<file path="config.mk">
export PLATFORM = sky130hd
export DESIGN_NAME = cdb_arbiter
export DESIGN_NICKNAME = d
export VERILOG_FILES = /design/src/rtl/cdb_arbiter.sv
export SDC_FILE = /design/constraint.sdc
export NUM_CORES = 1
export LEC_CHECK = 0
export BUFFER_PORTS_ARGS = -buffer_cell sky130_fd_sc_hd__buf_2
export CORE_AREA = 2 2 199 201
export DETAILED_ROUTE_END_ITERATION = 7
export DIE_AREA = 0 0 201 203
export PLACE_DENSITY = 0.79
export SLEW_MARGIN = 20
export SYNTH_ARGS = -nofsm -noshare
export SYNTH_HDL_FRONTEND = slang
export SYNTH_SLANG_ARGS = --single-unit
</file>
<file path="constraint.sdc">
create_clock -name clk -period 6.75 [get_ports clk]
set_clock_uncertainty 0.05 [all_clocks]
set_input_delay 0.3375 -clock clk [delete_from_list [all_inputs] [get_ports clk]]
set_output_delay 0.3375 -clock clk [all_outputs]
set_load 0.02 [all_outputs]
</file>
<file path="src/rtl/cdb_arbiter.sv">
// cdb_arbiter: common-data-bus arbiter for four functional units.
// Each unit (add, mul, div, br) completes into its own small in-order FIFO.
// A round-robin pointer picks at most one non-empty FIFO per cycle and
// broadcasts its head entry on a registered CDB. A flush drops every
// buffered result.
module cdb_arbiter #(
    parameter int QUEUE_DEPTH = 64,
    parameter int FIFO_DEPTH  = 2,
    localparam int IDXW       = $clog2(QUEUE_DEPTH)
) (
    input  logic              clk,
    input  logic              rst,
    input  logic [3:0]        fu_valid,
    output logic [3:0]        fu_ready,
    input  logic [4*IDXW-1:0] fu_rob_idx,
    input  logic [4*6-1:0]    fu_pd,
    input  logic [4*32-1:0]   fu_rd_wdata,
    input  logic [3:0]        fu_regf_we,
    input  logic              flush,
    output logic              cdb_valid,
    output logic [1:0]        cdb_src,
    output logic [IDXW-1:0]   cdb_rob_idx,
    output logic [5:0]        cdb_pd,
    output logic [31:0]       cdb_rd_wdata,
    output logic              cdb_regf_we
);

    // Entry layout: {regf_we, rd_wdata, pd, rob_idx}
    localparam int ENTW = IDXW + 6 + 32 + 1;
    // A depth-1 FIFO still needs a 1-bit pointer to index its storage
    localparam int PW   = (FIFO_DEPTH > 1) ? $clog2(FIFO_DEPTH) : 1;
    localparam int CW   = $clog2(FIFO_DEPTH + 1);

    localparam logic [PW-1:0] LAST_PTR = PW'(FIFO_DEPTH - 1);
    localparam logic [CW-1:0] DEPTH_C  = CW'(FIFO_DEPTH);

    // Advance a FIFO pointer, wrapping at the last slot
    function automatic logic [PW-1:0] ptr_inc(input logic [PW-1:0] ptr);
        logic [PW-1:0] nxt;
        if (ptr == LAST_PTR) begin
            nxt = {PW{1'b0}};
        end else begin
            nxt = ptr + PW'(1);
        end
        return nxt;
    endfunction

    logic [ENTW-1:0] mem_q    [4][FIFO_DEPTH];
    logic [ENTW-1:0] mem_d    [4][FIFO_DEPTH];
    logic [PW-1:0]   wr_ptr_q [4];
    logic [PW-1:0]   wr_ptr_d [4];
    logic [PW-1:0]   rd_ptr_q [4];
    logic [PW-1:0]   rd_ptr_d [4];
    logic [CW-1:0]   cnt_q    [4];
    logic [CW-1:0]   cnt_d    [4];
    logic [1:0]      rr_ptr_q;
    logic [1:0]      rr_ptr_d;

    logic            cdb_valid_q,    cdb_valid_d;
    logic [1:0]      cdb_src_q,      cdb_src_d;
    logic [IDXW-1:0] cdb_rob_idx_q,  cdb_rob_idx_d;
    logic [5:0]      cdb_pd_q,       cdb_pd_d;
    logic [31:0]     cdb_rd_wdata_q, cdb_rd_wdata_d;
    logic            cdb_regf_we_q,  cdb_regf_we_d;

    logic [3:0]      ready_s;
    logic [3:0]      nonempty_s;
    logic [3:0]      push_s;
    logic [3:0]      pop_s;
    logic            win_found_s;
    logic [1:0]      win_idx_s;
    logic [1:0]      cand_s;
    logic [ENTW-1:0] head_s;

    // Per-unit acceptance and occupancy, from registered state only
    always_comb begin
        ready_s    = 4'b0000;
        nonempty_s = 4'b0000;
        for (int i = 0; i < 4; i++) begin
            ready_s[i]    = rst & (cnt_q[i] < DEPTH_C);
            nonempty_s[i] = (cnt_q[i] != {CW{1'b0}});
        end
    end

    assign fu_ready = ready_s;

    // Round-robin pick: scan from rr_ptr upward; scanning in reverse lets the
    // nearest non-empty candidate be the last one written
    always_comb begin
        win_found_s = 1'b0;
        win_idx_s   = 2'd0;
        cand_s      = 2'd0;
        for (int k = 3; k >= 0; k--) begin
            cand_s      = rr_ptr_q + 2'(k);
            win_found_s = win_found_s | nonempty_s[cand_s];
            win_idx_s   = nonempty_s[cand_s] ? cand_s : win_idx_s;
        end
    end

    // Head entry of the winning FIFO
    always_comb begin
        head_s = mem_q[win_idx_s][rd_ptr_q[win_idx_s]];
    end

    // Next state for FIFOs, round-robin pointer and CDB registers
    always_comb begin
        mem_d          = mem_q;
        wr_ptr_d       = wr_ptr_q;
        rd_ptr_d       = rd_ptr_q;
        cnt_d          = cnt_q;
        rr_ptr_d       = rr_ptr_q;
        cdb_valid_d    = 1'b0;
        cdb_src_d      = cdb_src_q;
        cdb_rob_idx_d  = cdb_rob_idx_q;
        cdb_pd_d       = cdb_pd_q;
        cdb_rd_wdata_d = cdb_rd_wdata_q;
        cdb_regf_we_d  = cdb_regf_we_q;
        push_s         = fu_valid & ready_s;
        pop_s          = 4'b0000;

        if (flush) begin
            // Flush beats push and grant; rr_ptr and payload are held
            for (int i = 0; i < 4; i++) begin
                cnt_d[i]    = {CW{1'b0}};
                wr_ptr_d[i] = {PW{1'b0}};
                rd_ptr_d[i] = {PW{1'b0}};
            end
        end else begin
            for (int i = 0; i < 4; i++) begin
                pop_s[i] = win_found_s & (win_idx_s == 2'(i));
            end

            for (int i = 0; i < 4; i++) begin
                if (push_s[i]) begin
                    mem_d[i][wr_ptr_q[i]] = {fu_regf_we[i],
                                             fu_rd_wdata[i*32 +: 32],
                                             fu_pd[i*6 +: 6],
                                             fu_rob_idx[i*IDXW +: IDXW]};
                    wr_ptr_d[i] = ptr_inc(wr_ptr_q[i]);
                end else begin
                    wr_ptr_d[i] = wr_ptr_q[i];
                end

                if (pop_s[i]) begin
                    rd_ptr_d[i] = ptr_inc(rd_ptr_q[i]);
                end else begin
                    rd_ptr_d[i] = rd_ptr_q[i];
                end

                case ({push_s[i], pop_s[i]})
                    2'b10:   cnt_d[i] = cnt_q[i] + CW'(1);
                    2'b01:   cnt_d[i] = cnt_q[i] - CW'(1);
                    default: cnt_d[i] = cnt_q[i];
                endcase
            end

            if (win_found_s) begin
                cdb_valid_d    = 1'b1;
                cdb_src_d      = win_idx_s;
                cdb_rob_idx_d  = head_s[IDXW-1:0];
                cdb_pd_d       = head_s[IDXW +: 6];
                cdb_rd_wdata_d = head_s[IDXW+6 +: 32];
                cdb_regf_we_d  = head_s[ENTW-1];
                rr_ptr_d       = win_idx_s + 2'd1;
            end else begin
                cdb_valid_d    = 1'b0;
            end
        end
    end

    // State registers with synchronous active-low reset
    always_ff @(posedge clk) begin
        if (!rst) begin
            for (int i = 0; i < 4; i++) begin
                for (int j = 0; j < FIFO_DEPTH; j++) begin
                    mem_q[i][j] <= {ENTW{1'b0}};
                end
                wr_ptr_q[i] <= {PW{1'b0}};
                rd_ptr_q[i] <= {PW{1'b0}};
                cnt_q[i]    <= {CW{1'b0}};
            end
            rr_ptr_q       <= 2'd0;
            cdb_valid_q    <= 1'b0;
            cdb_src_q      <= 2'd0;
            cdb_rob_idx_q  <= {IDXW{1'b0}};
            cdb_pd_q       <= 6'd0;
            cdb_rd_wdata_q <= 32'd0;
            cdb_regf_we_q  <= 1'b0;
        end else begin
            mem_q          <= mem_d;
            wr_ptr_q       <= wr_ptr_d;
            rd_ptr_q       <= rd_ptr_d;
            cnt_q          <= cnt_d;
            rr_ptr_q       <= rr_ptr_d;
            cdb_valid_q    <= cdb_valid_d;
            cdb_src_q      <= cdb_src_d;
            cdb_rob_idx_q  <= cdb_rob_idx_d;
            cdb_pd_q       <= cdb_pd_d;
            cdb_rd_wdata_q <= cdb_rd_wdata_d;
            cdb_regf_we_q  <= cdb_regf_we_d;
        end
    end

    assign cdb_valid    = cdb_valid_q;
    assign cdb_src      = cdb_src_q;
    assign cdb_rob_idx  = cdb_rob_idx_q;
    assign cdb_pd       = cdb_pd_q;
    assign cdb_rd_wdata = cdb_rd_wdata_q;
    assign cdb_regf_we  = cdb_regf_we_q;

endmodule

</file>
## Word level (Yosys, flattened, before mapping)

Index checks and enable logic that the tools add are counted.

| word-level totals | value |
|---|---|
| flip-flop bits (word level) | 426 |
| logic and storage cells | 161 |

| cells by class | value |
|---|---|
| add/sub/neg operators | 20 |
| magnitude comparators | 18 |
| equality and inequality tests | 11 |
| multiplexer cells | 46 |
| bitwise operators | 20 |
| reductions and logical operators | 19 |

Operators with widths:

| kind | number |
|---|---|
| $bwmux W90 | 4 |
| $mux W45 | 7 |
| $bmux W90 S2 | 1 |
| $demux W45 S1 | 4 |
| $mux W90 | 2 |
| $pmux W2 S2 | 4 |
| $reduce_bool A2 Y1 | 8 |
| $mux W1 | 15 |
| $add A2 B1 Y2 const B | 6 |
| $eq A2 B2 Y1 const B | 6 |
| $lt A2 B3 Y1 const B | 4 |
| $bmux W1 S2 | 5 |
| $eq A2 B1 Y1 const B | 5 |
| $ge A2 B2 Y1 const B | 5 |
| $not A1 Y2 | 5 |
| $reduce_and A2 Y1 | 5 |
| $add A1 B1 Y1 const B | 8 |
| $and A1 B1 Y1 | 8 |
| $lt A2 B1 Y1 const B | 4 |
| $lt A2 B2 Y1 const B | 4 |
| $mux W2 | 4 |
| $sub A2 B1 Y2 const B | 4 |
| $add A2 B2 Y2 const B | 2 |
| $and A4 B4 Y4 | 1 |
| 7 further kinds | 13 |

## Logic depth before layout (Yosys ltp)

Gate-level depths: netlist of the first run.

| depth | value |
|---|---|
| depth in word-level cells | 15 |
| mapped depth | 11 |

## Least setup slack after synthesis of the first run

OpenSTA, ideal clock, no wires.

| path | value |
|---|---|
| kind | reg-to-reg |
| start | register cnt_q[1] (netlist name) |
| end | register cnt_q[7] (netlist name) |
| setup time | 0.070 ns |
| arrival | 2.488 ns |
| data required time | 6.630 ns |
| setup slack | 4.142 ns |
| cell stages (with the launch flop) | 11 |
| clock period less this slack | 2.608 ns |
| cell sequence | dfxtp_1 nor4_4 buf_2 a2111o_1 buf_4 buf_4 nand2_1 nor3_2 ha_1 or3_1 a21oi_1 |

| on the way | value |
|---|---|
| word-level cells in the longest chain between the ends | 11 |
| elaborated cells on any way between the ends | 22 |

Ends and longest elaborated chain:

| item | line | RTL |
|---|---|---|
| start, declared | 54 | `logic [CW-1:0] cnt_q [4];` |
| start signal, assigned by index | 180 | `cnt_q[i] <= {CW{1'b0}};` |
| start signal, assigned | 193 | `cnt_q <= cnt_d;` |
| $reduce_bool A2 Y1 (*) | 81 | `nonempty_s[i] = (cnt_q[i] != {CW{1'b0}});` |
| $bmux W1 S2 | 95, 96 |  |
| $mux W1 (implied by the code) | 95, 96 |  |
| $mux W2 (4 in series) | 96 | `win_idx_s = nonempty_s[cand_s] ? cand_s : win_idx_s;` |
| $logic_not A2 Y1 | 130 | `pop_s[i] = win_found_s & (win_idx_s == 2'(i));` |
| $and A1 B1 Y1 (*) | 130 |  |
| $eq A2 B1 Y1 or $eq A2 B2 Y1 (tied branches) | 150 | `case ({push_s[i], pop_s[i]})` |
| $pmux W2 S2 or $reduce_bool A2 Y1 (tied branches) | -- |  |

Mark *: on every way between the ends. The rest lies on a longest branch, timed or not. The select of a mux whose other input is x is not followed.
A chain may end at the register's enable or synchronous reset.

## Worst setup path after layout of the first run

| path | value |
|---|---|
| start | register rr_ptr_q[1] |
| end | register cdb_rd_wdata_q[0] (netlist: cdb_rd_wdata[0]) |

| on the way | value |
|---|---|
| word-level cells in the longest chain between the ends | 15 |
| elaborated cells on any way between the ends | 30 |

Ends and longest elaborated chain:

| item | line | RTL |
|---|---|---|
| start, declared | 56 | `logic [1:0] rr_ptr_q;` |
| start signal, assigned | 194 | `rr_ptr_q <= rr_ptr_d;` |
| $add A2 B2 Y2 | 94 | `cand_s = rr_ptr_q + 2'(k);` |
| $bmux W1 S2 | 95, 96 |  |
| $mux W1 (implied by the code) | 95, 96 |  |
| $mux W2 (4 in series) | 96 |  |
| $not A2 Y3 (implied by the code) | 102 | `head_s = mem_q[win_idx_s][rd_ptr_q[win_idx_s]];` |
| $bmux W1 S2 | 102 |  |
| $mux W1 (implied by the code) (2 in series) | 102 |  |
| $not A1 Y2 (implied by the code) | 102 |  |
| $mux W45 (implied by the code) (3 in series) | 102 |  |
| end signal, assigned | 199 | `cdb_rd_wdata_q <= cdb_rd_wdata_d;` |
| end, declared | 63 | `logic [31:0] cdb_rd_wdata_q, cdb_rd_wdata_d;` |

Parallel ways exist; a longest one is shown, timed or not. The select of a mux whose other input is x is not followed.

==> flow_summary.ini, run 1 <==
[critical_path]
reg2reg_slack_ns = 1.74
cp-start-kind = flop
crit_end = cdb_rd_wdata[0]
crit_fanout = 92
criticalPathCategory = flop to flop
cp-startpoint = rr_ptr_q[1]
r2r-start = rr_ptr_q[1]
endpoint_kind = flop
crit_arrival_ns = 5.35
r2r_cells = 8
r2r_end = cdb_rd_wdata[0]
worst_ep_required_time_ns = 7.09

[final_layout]
final_cell_area_um2 = 24160
multi_input_area_um2 = 11490
final_layout_size_suffix_gt1_frac = 0.1700
nFillCells = 3313
finalNonFillerCells = 3265
regArea_um2 = 8529
nets = 2910
area_delta_synth_final_pct = 14.72
antenna_cells = 0

[clock_tree]
clk_pin_slew_ns = 0.06
clk_latency_ns = 0.56
clock_path_buffers = 3
cts_tree = built
cts-buffers-inserted = 45
root_buffer = clkbuf_16
cts_sinks = 426
htreeDepth = 2
post-cts-setup-buffers = 0

[pwr]
p_per_area_nw_per_um2 = 391.8
power.total_uw = 9467
vdd_ir_drop_max_uv = 507.3
power.leakage_uw = 0.008201

[floorplanning]
coreArea_um2 = 38470
fp.dieW_um = 201
rows = 72
initial_core_util = 0.5475
dieArea_um2 = 40800
die_h_um = 203
pin_count = 239

[placement]
place_inst = 3123
dp_hpwl_um = 44420
placed_area_um2 = 22010
routabilityCongestion = 0.8800
io_buffers = 238

[drt]
wl_per_cell_um = 22.49
routed_wl_um = 73420
drc = 0
vias_per_cell = 6.389
firstDrtPassIters = 6
drtAntennaViolNets = 0
vias = 20860
drt_iter0_markers = 2179

[status]
violations = negative hold slack
status = finished, violations left

[logic_synthesis]
yosysSeqAreaShare = 0.4049
syn_area_per_cell_um2 = 8.032
yosysWarnings = 0
netlist_instances = 2622
synthArstFlopShare = 0
synth_edf_count = 0
synth_ff_type = dfxtp_1
netlist_area_um2 = 21060
syn-num-nets = 2813
synth_cell_type_count = 48
ys_ff_latch = 426

[sta]
finalMaxSlewViolations = 0
max_freq_mhz = 199.7
relSlewSlack = 0.2350
setup_viol = 0
min_period_over_period = 0.7418
holdWs_ns = -0.002507
final_hold_viol_count = 4
rsz0062_at_grt = no
tightest_slew_ns = 1.143
fin_crit_ns = 5.007
fin_tns_setup_ns = 0

[global_routing]
grt_pass1_vias = 20120
use_met3 = 0.05441
met1_usage = 0.4375
use_met2 = 0.5622
grt_busiest_layer = met2
grt_usage = 0.3456
grt_first_pass_wirelength_um = 112500
antenna_found_initial = 0
grt_overflow = 0
grt_max_degree = 269

[hold_path]
min_path_cells = 3
hold_path.class = primary input to flop
min-delay-start = fu_pd[16]

[flow_run]
max_cap_viol_count = 0
[state kept, by name, indices dropped and copies added (netlist names)]
name          cells
rr_ptr_q          2
cdb_pd            6
wr_ptr_q          4
cdb_rd_wdata     32
cdb_rob_idx       6
rd_ptr_q          4
mem_q           360
cdb_src           2
cnt_q             8
cdb_valid         1
cdb_regf_we       1
[synthesized netlist by cell type (9+ instances only)]
cell / number / area [um2]
buf_2: 38 / 190.2
nand4_1: 45 / 281.5
nor2_1: 22 / 82.58
a2111oi_0: 45 / 394.1
a32oi_1: 45 / 394.1
mux2_4: 17 / 255.2
a21oi_1: 53 / 265.3
or3_1: 9 / 56.30
nand3_1: 91 / 455.4
clkbuf_1: 214 / 803.3
a21boi_0: 360 / 2703
o21ai_0: 143 / 715.7
a211oi_2: 57 / 713.2
mux2_2: 23 / 259.0
a211oi_1: 78 / 585.6
nand2_1: 777 / 2917
buf_6: 9 / 101.4
and3_1: 45 / 281.5
dfxtp_1: 426 / 8528
a221oi_1: 45 / 394.1
[layout make-up]
class | instances | area share
Clock buffer | 66 | 0.05443
Clock inverter | 9 | 0.005075
Inverter | 1 | 0.0001554
Multi-Input combinational cell | 1920 | 0.4757
Sequential cell | 426 | 0.3530
Tap cell | 518 | 0.02683
Timing Repair Buffer | 325 | 0.08477
[cells in the final DEF (no fill, tap or decap), types with 3 or more instances in the layout]
master | netlist | final
a221oi_1 | 45 | 45
a32oi_1 | 45 | 45
clkbuf_8 | 0 | 12
clkbuf_16 | 0 | 45
xor2_1 | 8 | 8
nand3_1 | 91 | 91
dlygate4sd3_1 | 0 | 65
a2111oi_0 | 45 | 45
clkbuf_1 | 214 | 10
nor2b_1 | 4 | 4
nand4_1 | 45 | 45
bufinv_16 | 0 | 3
xnor2_1 | 8 | 8
nor2_4 | 0 | 3
ha_1 | 4 | 4
nand2_1 | 777 | 772
mux2_1 | 5 | 5
a21oi_1 | 53 | 52
or3_4 | 0 | 4
nand2_4 | 0 | 3
a211oi_2 | 57 | 57
a21boi_0 | 360 | 360
mux2_4 | 17 | 17
and3_1 | 45 | 45
o21ai_0 | 143 | 143
mux2_2 | 23 | 23
a211oi_1 | 78 | 78
or3_1 | 9 | 4
clkinv_2 | 0 | 5
dfxtp_1 | 426 | 425
and2_4 | 0 | 4
buf_2 | 38 | 237
nor2_1 | 22 | 20
buf_4 | 7 | 19
nor3_2 | 2 | 6
[what timing repair did]
item	CTS	global route
hold buffers	65	0
hold endpoints to repair	104	0
gates resized for setup	0	0
[worst min path at each step]
stage	end	slack (ns)
2_1_floorplan	mem_q[185]	0.39
3_3_place_gp	mem_q[44]	0.40
3_5_place_dp	mem_q[44]	0.41
4_1_cts	mem_q[94]	0.00008
5_1_grt	mem_q[281]	0.008
6_report	mem_q[145]	-0.003
[per-layer routing]
metal / share of wire / vias to the layer above
met1: 0.39 / 9917
met2: 0.46 / 1250
met3: 0.097 / 266
li1: - / 9428
met5: 0 / -
met4: 0.056 / 0
[kinds of logic after synthesis]
kind of cell | share of synthesized area
xor gates and xnor gates | 0.006654
adders and majority gates | 0.002377
buffers and inverters | 0.05591
AOI/OAI and AO/OA | 0.2995
muxes | 0.02709
DFF | 0.4049
and+or+nand+nor | 0.2035
[worst max-delay path, stage by stage, from the launching register on]
cell       delay [ns]
dfxtp_2          1.00
inv_2            0.58
a2111oi_4        0.44
buf_4            0.81
o21ai_1          0.18
nand3_2          0.11
buf_4            0.54
and2_4           0.88
a211oi_1         0.18
[where the power goes]
part	switching (uW)	total (uW)	internal (uW)
clock	1030	2480	1450
sequential	145	2810	2660
combinational	3050	4170	1130
total	4220	9470	5240
[through the flow]
step	setup slack, ns	util
4_1_cts	1.822	0.6266
5_1_grt	1.588	0.6281
2_1_floorplan	4.142	-
3_5_place_dp	1.829	0.5723
6_report	1.743	0.6281
3_3_place_gp	2.072	0.5722
Note: power is estimated with default switching activity, not from simulation.
==> run 2: changes to the inputs <==
- ABC_AREA: not set -> 1
- CORE_AREA: 2 2 199 201 -> 2 2 195 197
- DIE_AREA: 0 0 201 203 -> 0 0 197 199
- PLACE_DENSITY: 0.79 -> 0.8
- clock period: 6.75 -> 4.25 ns (I/O delays scaled with it)
==> run 2 against run 1 <==
  * The flow now finishes without violations
  * Routed wire length down 10%
  * Clock-buffer cell count grew 1
  * Via count fell by 1.2%
  * Hold slack improved by 0.043 ns
  * Utilization rose by 1.5 points
  * Setup slack lost 1.1 ns
  * Combinational power is 120% higher
  * Cell count increased by 14%
  * Register-to-register slack got worse by 1.1 ns
  * Die area fell by 3.9%
  * Global-route usage shrank 1.4 points
==> flow_summary.ini, run 2 <==
[status]
status = complete, no violations

[drt]
drc = 0
drtAntennaViolNets = 0
routed_wl_um = 66070
vias_per_cell = 5.538
drt_iter0_markers = 1762
wl_per_cell_um = 17.75
firstDrtPassIters = 7
vias = 20610

[clock_tree]
clk_pin_slew_ns = 0.06
clock_path_buffers = 3
cts_sinks = 426
htreeDepth = 2
cts-resized-gates = 0
root_buffer = clkbuf_16
clk_latency_ns = 0.56
cts-buffers-inserted = 45
cts_tree = built

[logic_synthesis]
synth_edf_count = 0
syn_area_per_cell_um2 = 6.635
ys_ff_latch = 426
synth_largest_area_cell = dfxtp_1
yosysWarnings = 0
yosysSeqAreaShare = 0.4384
synthTopCellsByCount = 714 x nand2_1, 475 x nor2_1, 426 x dfxtp_1
yosysTopAreaCellShare = 0.4384
netlist_area_um2 = 19450
synth.most_common_cell = nand2_1
synthTopCellsByArea = dfxtp_1 44%, nand2_1 14%, o21ai_0 9.4%
netlist_instances = 2932
synth_cell_type_count = 31
synthArstFlopShare = 0
synth_ff_type = dfxtp_1
syn-num-nets = 3123

[floorplanning]
fp.dieW_um = 197
die_h_um = 199
initial_core_util = 0.5239
dieArea_um2 = 39200
rows = 71
coreArea_um2 = 37130
pin_count = 239

[sta]
tightest_slew_ns = 1.082
finalMaxSlewViolations = 0
holdWs_ns = 0.04072
setup_viol = 0
fin_tns_setup_ns = 0
relSlewSlack = 0.2786
rsz0062_at_grt = no
final_hold_viol_count = 0
min_period_over_period = 0.8375
fin_crit_ns = 3.559
max_freq_mhz = 280.9

[global_routing]
grt_pass1_vias = 20090
grt_max_degree = 165
grt_usage = 0.3314
grt_overflow = 0
grt_first_pass_wirelength_um = 103000
antenna_found_initial = 4

[pwr]
pwr-share-comb = 0.520
seq_power_share = 0.259
p_clk_frac = 0.222
power.leakage_uw = 0.01128
power.internal_uw = 9380
vdd_ir_drop_max_uv = 791.0
power_switching_uw = 8415
power.total_uw = 17800
swShare = 0.4729
p_per_area_nw_per_um2 = 745.3

[critical_path]
r2r_end = cdb_rd_wdata[6]
crit_fanout = 164
worst_ep_required_time_ns = 4.71
r2r-start = rr_ptr_q[0]
criticalPathCategory = flop to flop
cp-start-kind = flop
cp-startpoint = rr_ptr_q[0]
r2r_cells = 19
endpoint_kind = flop
crit_arrival_ns = 4.01
crit_end = cdb_rd_wdata[6]
reg2reg_slack_ns = 0.69

[hold_path]
hold_path.class = primary input to flop

[placement]
dp_hpwl_um = 42050
routabilityCongestion = 1.024
io_buffers = 238

[final_layout]
final_cell_mix = 712 x nand2_1, 475 x nor2_1, 426 x dfxtp_1, 367 x o21ai_0, 285 x nand3_1
largest_reg_flops = 360
regMostFlops = mem_q
final_layout_size_suffix_gt1_frac = 0.1136
post-route-util = 0.6430
nets = 3407
layout_commonest_cell = nand2_1
area_delta_synth_final_pct = 22.74

[flow_run]
max_cap_viol_count = 0
run 2: cell types whose count changed in the layout (fill, tap and decap cells not counted), sizes merged, moves of 47 or more:
cell and delta:
inv +213, a2111oi -47, o21ai +223, a211oi -135, nand2 -56, dlygate4sd3 +117
a21boi -361, nor2 +453, a21oi +109, nand3 +194
run 2: power by group through the flow:
| stage | Combinational, uW | Clock (uW) | Sequential [uW] |
|---|---|---|---|
| floorplan | 6880 | 0 | 4760 |
| global placement | 8640 | 0 | 4660 |
| detailed placement | 8840 | 0 | 4670 |
| CTS | 9040 | 3960 | 4590 |
| global route | 10200 | 4120 | 4620 |
| finish | 9250 | 3940 | 4600 |
run 2: how the worst min path moves through the flow:
stage | from | to | slack (ns) | cells past startpoint
after floorplan | fu_rob_idx[18] | mem_q[0] | 0.30 | 2
after global placement | mem_q[194] | mem_q[194] | 0.39 | 2
after detailed placement | mem_q[351] | mem_q[351] | 0.40 | 2
after CTS | rst | mem_q[86] | 0.02 | 3
after global routing | rst | mem_q[83] | 0.06 | 3
final | rst | mem_q[86] | 0.04 | 3
run 2: cells by family after synthesis:
group / count (synthesis) / synth area share
flip-flops: 426 / 0.4384
AND/OR/NAND/NOR: 1541 / 0.3284
buffers and inverters: 427 / 0.09223
adder cells (fa/ha/maj): 4 / 0.002573
XOR/XNOR: 3 / 0.001351
AO/OA/AOI/OAI: 531 / 0.1371
run 2: worst max-delay path, cell delays in order, from the launching register on:
cell	delay, ns
dfxtp_1	0.62
inv_2	0.13
nand2_1	0.11
nand2_1	0.08
nand3_1	0.11
nand2_2	0.07
inv_2	0.06
nand2_1	0.04
nand2_1	0.14
nand2_8	0.26
nand2_4	0.36
buf_12	0.56
nand2_1	0.12
nand2_1	0.11
nand2_1	0.12
nand2_1	0.10
nand2_1	0.05
nand3_1	0.12
nand2_1	0.07
inv_1	0.05
run 2: cell type report:
| type | instances | area, um2 |
|---|---|---|
| fill | 3262 | 13260 |
| clock buffer | 67 | 1361 |
| antenna | 1 | 2.502 |
| clock inverter | 11 | 108.9 |
| sequential | 426 | 8528 |
| tap | 474 | 593.1 |
| inverter | 215 | 808.3 |
| multi-input combinational | 2079 | 9186 |
| timing repair buffer | 449 | 3289 |
run 2: repair_timing:
action	4_1_cts	5_1_grt
hold endpoints to repair	362	0
buffers inserted	0	0
hold buffers	182	0
run 2: through the flow:
step,std cells,instance area (um2),setup WS [ns]
global placement,3461,20580,0.9097
detailed placement,3461,20580,0.8254
CTS,3721,23870,0.7644
finish,3722,23880,0.6906
floorplan,2932,19450,1.804
global route,3722,23880,0.3004
run 2: layer usage:
metal  vias to the layer above  global-route usage  wire length (um)
met2                       946              0.5690             31570
met1                      9499              0.3781             24250
met5                         -                   0                31
met3                       260             0.05137              5139
met4                         6              0.2364              5080
li1                       9900                   -                 -
